$ cat config.mk
export PLATFORM = sky130hd
export DESIGN_NAME = word_mem_arbiter
export DESIGN_NICKNAME = d
export VERILOG_FILES = /design/src/rtl/word_mem_arbiter.sv
export SDC_FILE = /design/constraint.sdc
export NUM_CORES = 1
export LEC_CHECK = 0
export ABC_AREA = 1
export BUFFER_PORTS_ARGS = -buffer_cell sky130_fd_sc_hd__buf_2
export CORE_ASPECT_RATIO = 0.75
export CORE_MARGIN = 2
export CORE_UTILIZATION = 50
export CTS_CLUSTER_DIAMETER = 80
export CTS_CLUSTER_SIZE = 20
export DETAILED_ROUTE_END_ITERATION = 10
export GPL_ROUTABILITY_DRIVEN = 0
export PLACE_DENSITY_LB_ADDON = 0.25
export SLEW_MARGIN = 40
export SYNTH_ARGS = -nofsm -noshare
export SYNTH_HDL_FRONTEND = slang
export SYNTH_SLANG_ARGS = --single-unit
$ cat constraint.sdc
create_clock -name clk -period 1.99 [get_ports clk]
set_input_delay 0.0995 -clock clk [delete_from_list [all_inputs] [get_ports clk]]
set_output_delay 0.0995 -clock clk [all_outputs]
set_load 0.01 [all_outputs]
$ cat src/rtl/word_mem_arbiter.sv
// Round-robin IF/DM sharing of a byte-wide memory; each 32-bit word is moved as 4 big-endian byte cycles.
// Latency: grant edge -> 4 byte cycles -> 1-cycle done pulse (6 cycles/word); requests are ignored while busy.
module word_mem_arbiter #(
  parameter int ADDR_W = 5
) (
  input  logic              clk,
  input  logic              rst_n,
  input  logic              if_req,
  input  logic [ADDR_W-1:0] if_addr,
  output logic [31:0]       if_rdata,
  output logic              if_done,
  input  logic              dm_req,
  input  logic              dm_we,
  input  logic [ADDR_W-1:0] dm_addr,
  input  logic [31:0]       dm_wdata,
  output logic [31:0]       dm_rdata,
  output logic              dm_done,
  output logic [ADDR_W-1:0] mem_addr,
  output logic              mem_we,
  output logic [7:0]        mem_wdata,
  input  logic [7:0]        mem_rdata,
  output logic              busy
);

  typedef enum logic [1:0] {IDLE, XFER, DONE} state_t;
  localparam logic OWN_IF = 1'b0;
  localparam logic OWN_DM = 1'b1;

  state_t            state_q, state_d;
  logic [1:0]        cnt_q, cnt_d;
  logic              owner_q, owner_d;
  logic              last_q, last_d;
  logic [ADDR_W-1:0] base_q, base_d;
  logic              we_q, we_d;
  logic [31:0]       wdata_q, wdata_d;
  logic [23:0]       asm_q, asm_d;
  logic [31:0]       if_rdata_q, if_rdata_d;
  logic [31:0]       dm_rdata_q, dm_rdata_d;
  logic              if_done_q, if_done_d;
  logic              dm_done_q, dm_done_d;
  logic [ADDR_W-1:0] mem_addr_q, mem_addr_d;
  logic              mem_we_q, mem_we_d;
  logic [7:0]        mem_wdata_q, mem_wdata_d;
  logic              busy_q, busy_d;

  logic              grant_dm;
  logic [1:0]        nxt;
  logic [31:0]       shifted;

  always_comb begin
    state_d     = state_q;
    cnt_d       = cnt_q;
    owner_d     = owner_q;
    last_d      = last_q;
    base_d      = base_q;
    we_d        = we_q;
    wdata_d     = wdata_q;
    asm_d       = asm_q;
    if_rdata_d  = if_rdata_q;
    dm_rdata_d  = dm_rdata_q;
    if_done_d   = 1'b0;
    dm_done_d   = 1'b0;
    mem_addr_d  = mem_addr_q;
    mem_we_d    = mem_we_q;
    mem_wdata_d = mem_wdata_q;
    busy_d      = busy_q;
    grant_dm    = 1'b0;
    nxt         = cnt_q + 2'd1;
    shifted     = wdata_q << {nxt, 3'b000};

    case (state_q)
      IDLE: begin
        if (if_req || dm_req) begin
          // On a tie the port that did not own the last transfer wins.
          grant_dm    = dm_req && (!if_req || last_q == OWN_IF);
          owner_d     = grant_dm;
          last_d      = grant_dm;
          base_d      = grant_dm ? dm_addr : if_addr;
          we_d        = grant_dm && dm_we;
          wdata_d     = grant_dm ? dm_wdata : 32'h0;
          cnt_d       = 2'd0;
          state_d     = XFER;
          busy_d      = 1'b1;
          mem_addr_d  = base_d;
          mem_we_d    = we_d;
          mem_wdata_d = we_d ? wdata_d[31:24] : 8'h00;
        end
      end
      XFER: begin
        asm_d = {asm_q[15:0], mem_rdata};
        if (cnt_q == 2'd3) begin
          state_d     = DONE;
          mem_addr_d  = '0;
          mem_we_d    = 1'b0;
          mem_wdata_d = 8'h00;
          if (owner_q == OWN_DM) dm_done_d = 1'b1;
          else                   if_done_d = 1'b1;
          if (!we_q) begin
            if (owner_q == OWN_DM) dm_rdata_d = {asm_q, mem_rdata};
            else                   if_rdata_d = {asm_q, mem_rdata};
          end
        end else begin
          cnt_d       = nxt;
          mem_addr_d  = base_q + ADDR_W'(nxt);
          mem_we_d    = we_q;
          mem_wdata_d = we_q ? shifted[31:24] : 8'h00;
        end
      end
      DONE: begin
        state_d = IDLE;
        busy_d  = 1'b0;
      end
      default: begin
        state_d = IDLE;
        busy_d  = 1'b0;
      end
    endcase
  end

  always_ff @(posedge clk or negedge rst_n) begin
    if (!rst_n) begin
      state_q     <= IDLE;
      cnt_q       <= 2'd0;
      owner_q     <= OWN_IF;
      last_q      <= OWN_IF;
      base_q      <= '0;
      we_q        <= 1'b0;
      wdata_q     <= 32'h0;
      asm_q       <= 24'h0;
      if_rdata_q  <= 32'h0;
      dm_rdata_q  <= 32'h0;
      if_done_q   <= 1'b0;
      dm_done_q   <= 1'b0;
      mem_addr_q  <= '0;
      mem_we_q    <= 1'b0;
      mem_wdata_q <= 8'h00;
      busy_q      <= 1'b0;
    end else begin
      state_q     <= state_d;
      cnt_q       <= cnt_d;
      owner_q     <= owner_d;
      last_q      <= last_d;
      base_q      <= base_d;
      we_q        <= we_d;
      wdata_q     <= wdata_d;
      asm_q       <= asm_d;
      if_rdata_q  <= if_rdata_d;
      dm_rdata_q  <= dm_rdata_d;
      if_done_q   <= if_done_d;
      dm_done_q   <= dm_done_d;
      mem_addr_q  <= mem_addr_d;
      mem_we_q    <= mem_we_d;
      mem_wdata_q <= mem_wdata_d;
      busy_q      <= busy_d;
    end
  end

  assign if_rdata  = if_rdata_q;
  assign dm_rdata  = dm_rdata_q;
  assign if_done   = if_done_q;
  assign dm_done   = dm_done_q;
  assign mem_addr  = mem_addr_q;
  assign mem_we    = mem_we_q;
  assign mem_wdata = mem_wdata_q;
  assign busy      = busy_q;

endmodule

# ---- Word level (Yosys, flattened, before mapping)
# Cells that the tools add are included.
dict set report word_totals {
  reg_bits 148
  latch_bits 0
  mem_bits_rw 0
  mem_bits_ro 0
  in_bits 55
  word_cells 67
  n_memories 0
}
dict set report classes {
  addsub 2
  n_mul 0
  div_mod_pow 0
  order_cmp 0
  n_eq_ne 5
  shift 1
  muxes 27
  n_bitwise 3
  reduce_logical 14
}
# operator n
set ops {}
lappend ops {{$mux W32} 1}
lappend ops {{$mux W8} 4}
lappend ops {{$shl A32 B5 Y32} 1}
lappend ops {{$pmux W8 S2} 1}
lappend ops {{$mux W5} 3}
lappend ops {{$pmux W5 S2} 1}
lappend ops {{$mux W1} 9}
lappend ops {{$mux W2} 4}
lappend ops {{$pmux W2 S2} 2}
lappend ops {{$reduce_and A2 Y1} 4}
lappend ops {{$reduce_and A4 Y1} 2}
lappend ops {{$ne A2 B2 Y1 const B} 3}
lappend ops {{$add A5 B2 Y5} 1}
lappend ops {{$pmux W1 S2} 2}
lappend ops {{$not A1 Y1} 3}
lappend ops {{$reduce_and A3 Y1} 1}
lappend ops {{$add A2 B1 Y2 const B} 1}
lappend ops {{$eq A2 B1 Y1 const B} 1}
lappend ops {{$eq A2 B2 Y1 const B} 1}
lappend ops {{$logic_and A1 B1 Y1} 2}
lappend ops {{$logic_not A2 Y1} 1}
lappend ops {{$logic_or A1 B1 Y1} 2}
lappend ops {{$reduce_bool A2 Y1} 1}
lappend ops {{$logic_not A1 Y1} 1}

# ---- Longest topological paths before layout
dict set report depth {
  ltp_word 7
  mapped_depth 13
  ltp_nobuf 11
}

# ---- Least setup slack after synthesis
# No wires, ideal clock.
dict set report synth_path {
  kind {register to register}
  start {register cnt_q[1]}
  end {register mem_addr_q[4] (netlist: mem_addr[4])}
  setup_time_ns 0.117
  t_arrival_ns 1.826
  required_time_ns 1.873
  path_slack_ns 0.047
  stages_incl_launch_ff 11
  path_buffers 1
  synth_period_minus_slack_ns 1.943
  cell_sequence {dfrtp_1 ha_1 buf_2 clkinv_1 fa_1 inv_1 nand4_1 nand3_1 nand2_1 nand2_1 nand2_1}
}
dict set report synth_via {
  elab_chain_len 4
  elab_cells_between_ends 5
}
# element line
set synth_rtl {}
lappend synth_rtl {{from (decl)} 30} ;# logic [1:0] cnt_q, cnt_d;
lappend synth_rtl {{from (signal assigned)} 140} ;# cnt_q <= cnt_d;
lappend synth_rtl {{$add A2 B1 Y2} 68} ;# nxt = cnt_q + 2'd1;
lappend synth_rtl {{$add A5 B2 Y5} 104} ;# mem_addr_d = base_q + ADDR_W'(nxt);
lappend synth_rtl {{$mux W5 *} 91} ;# if (cnt_q == 2'd3) begin
lappend synth_rtl {{$pmux W5 S2 *} 71} ;# case (state_q)
lappend synth_rtl {{to (signal assigned)} 151} ;# mem_addr_q <= mem_addr_d;
lappend synth_rtl {{to (decl)} 41} ;# logic [ADDR_W-1:0] mem_addr_q, mem_addr_d;
# Every way passes the cells marked *; elsewhere a longest branch is shown, timed or not.
# A chain may end at the register's enable or synchronous reset.

# ---- Worst setup path after layout
dict set report layout_path {
  start {register last_q}
  end {register mem_addr_q[0] (netlist: mem_addr[0])}
}
dict set report layout_via {
  elab_chain_len 6
}
# element line
set layout_rtl {}
lappend layout_rtl {{from (decl)} 32} ;# logic last_q, last_d;
lappend layout_rtl {{from (signal assigned)} 142} ;# last_q <= last_d;
lappend layout_rtl {{$not A1 Y1 (no source line)} -}
lappend layout_rtl {{$logic_or A1 B1 Y1} 75} ;# grant_dm = dm_req && (!if_req || last_q == OWN_IF);
lappend layout_rtl {{$logic_and A1 B1 Y1} 75}
lappend layout_rtl {{$mux W5} 78} ;# base_d = grant_dm ? dm_addr : if_addr;
lappend layout_rtl {{$mux W5} 73} ;# if (if_req || dm_req) begin
lappend layout_rtl {{$pmux W5 S2} 71}
# No other way between the ends. The select of a mux whose other input is x is not followed.

==> out/results.tsv <==
stage	metric	value	unit
cts	Clock Pin Slew Worst Setup and Hold Paths	0.06	ns
timing	max_slew headroom	0.575	
place	DP Wirelength	10800	um
worst_setup_path	Worst EP arrival	2.15	ns
synth	synth unique cells	30	
finish	design area	8440	um2
finish	area grow syn2layout	27.7	%
cts	clock sink count	148	
cts	CTS max path bufs	2	
worst_setup_path	max incr delay on CP	0.49	ns
timing	unrepaired setup endpoints after global routing	false	
cts	H-tree lvl count	4	
cts	CTS buffer count	17	
finish	ANT cells	0	
synth	top cell type by total area after synthesis	dfrtp_1	
worst_setup_path	CP max-delay cell	dfrtp_1	
synth	post-synthesis sequential area ratio	0.561	
finish	nets	935	
synth	most instantiated cells after synthesis	nand2_1 (168), dfrtp_1 (148), inv_1 (75), o21ai_2 (64), nand3_1 (63)	
synth	synth warn	0	
synth	Synth async-reset ratio	1.00	
finish	fin util	0.653	
drt	post-route antenna net violation count	0	
timing	Tmin final	1.86	ns
floorplanning	FP Rows	36	
timing	period utilisation layout	0.936	
floorplanning	Initial Util	0.511	
drt	Via density	5.02	
timing	final setup vio count	0	
grt	largest net degree at the start of global routing	59	
place	DP Cell Count	987	
cts	Root Driver	clkbuf_16	
floorplanning	area of the core	12900	um2
timing	Worst Tran Pin Value	0.637	ns
worst_setup_path	Setup crit start kind	flop	
pwr	pwr dens	1690	nW/um2
cts	post-CTS setup buffers	0	
worst_setup_path	Worst Path Max Fanout	35	
pwr	total power	14300	uW
floorplanning	io pins	136	
pwr	VDD IR max	0.731	mV
grt	initial antenna violation count	0	
worst_setup_path	critical path endpoint category	flop	
grt	first-pass GRT wire length	25800	um
place	PortBufs	135	
drt	routed vias	5321	
timing	Sum Neg Setup Slack	0	ns
worst_setup_path	crit path cell chain	nand2_2 > nand2_2 > inv_2 > o211ai_1 > nand3_1	
hold_path	Hold Path Class	in2reg	
finish	layout cell share with drive strength beyond 1	0.303	
floorplanning	die area	14200	um2
grt	total track usage	0.235	
grt	remaining global-route overflow	0	
status	outcome	finished, final reports clean	
timing	Clock Skew	0.00598	ns
drt	Pre-antenna DRT Iters	5	
drt	WL/cell	14.9	um
timing	number of hold violations in the final report	0	
finish	final non-filler cell total	1060	
synth	Post-synth top flop	dfrtp_1	
worst_setup_path	CP required	2.28	ns
drt	post-route DRC violation count	0	
timing	Final Max Tran Viols	0	
synth	most frequent cell after synthesis	nand2_1	
synth	cells after synthesis	701	
run	max-cap viol count	0	
drt	initial drt markers	415	
grt	vias in the first global route	5195	
synth	Mapped Nets	760	
place	Post-DP Area	7430	um2
floorplanning	die boundary height	104	um
drt	DRT Wirelength	15800	um
cts	CTS tree	built	
synth	syn avg cell area	9.42	um2
cts	clk_lat worst skew	0.42	ns
timing	fmax	537	MHz
synth	Mapped Area	6610	um2
worst_setup_path	Critical Setup Path Class	reg2reg	
worst_setup_path	most used cell, CP	nand2_2	
floorplanning	Chip Width	137	um
synth	Area contributors post-synth	dfrtp_1 (56%), nand2_1 (9.5%), o21ai_2 (8.5%)	
synth	share of the synthesized area in the top cell type	0.561	
pwr	leak pwr	0.00433	uW
synth	number of synthesized flops with an enable pin	0	
synth	synthesized flop and latch total	148	
-- cell families after synthesis --
family | after synthesis | synth area share
AOI/OAI and AO/OA | 139 | 0.143
and+or+nand+nor | 288 | 0.199
buffers and inverters | 122 | 0.0892
DFF | 148 | 0.561
adders and majority gates | 4 | 0.00871
-- placed cells by master (no fill, tap or decap), types with 24 or more instances in the layout --
master / count
nand2_1: 168
dfrtp_1: 148
buf_2: 134
inv_1: 75
o21ai_2: 64
nand3_1: 63
dlygate4sd3_1: 41
o21ai_0: 38
nor2_1: 30
o21ai_1: 24
-- metrics by stage --
step	worst slack, ns	hold WS, ns
CTS	0.144	0.00245
detailed placement	0.150	0.113
global placement	0.202	0.106
floorplan	0.0471	-0.196
global route	0.0112	0.00885
finish	0.127	0.0212
-- final cells by class --
cell class | count | area, um2
fill | 1087 | 4490
sequential | 148 | 3700
multi-input combinational | 431 | 2310
timing repair buffer | 194 | 1290
clock buffer | 24 | 502
inverter | 84 | 318
tap | 171 | 214
clock inverter | 8 | 97.6
-- where the power goes --
group	internal (uW)	total [uW]	leakage (uW)	switching (uW)
logic	2130	5910	0.00217	3790
registers	4430	5170	0.00187	737
clock network	2000	3200	0.000288	1190
total	8560	14300	0.00433	5720
-- final timing paths --
kind | startpoint | endpoint | slack (ns) | cells past startpoint
max in group asynchronous | rst_n | wdata_q[13] | 1.06 | 3
min reg2reg | if_rdata[16] | if_rdata[16] | 0.48 | 2
min | if_addr[1] | mem_addr[1] | 0.02 | 3
max reg2reg | last_q | mem_addr[0] | 0.13 | 5
max | last_q | mem_addr[0] | 0.13 | 5
min in group asynchronous | rst_n | mem_wdata[4] | 0.20 | 2
-- worst max-delay path, delay by kind of cell (launching register included) --
kind                   cells  cell delay (ns)
AND/OR/NAND/NOR            3             0.58
flip-flops                 1             0.49
AO/OA/AOI/OAI              1             0.38
buffers and inverters      1             0.27
-- state kept, by name, indices dropped and copies added, names as in the netlist --
register,flops
dm_rdata,32
if_rdata,32
wdata_q,32
asm_q,24
mem_wdata,8
base_q,5
mem_addr,5
cnt_q,2
state_q,2
busy,1
dm_done,1
if_done,1
last_q,1
mem_we,1
we_q,1
-- metal layers --
layer / up-vias / GRT usage / share of wire
met4: 0 / 0.0826 / 0.014
met2: 182 / 0.320 / 0.42
met5: - / 0 / 0
met3: 19 / 0.0734 / 0.071
met1: 2507 / 0.355 / 0.49
li1: 2613 / - / -
-- repair_timing --
item / CTS / global route
hold buffers: 41 / 0
resized for setup: 0 / 0
endpoints found under the hold margin: 103 / 0
Power figures use the tool's default switching activity.
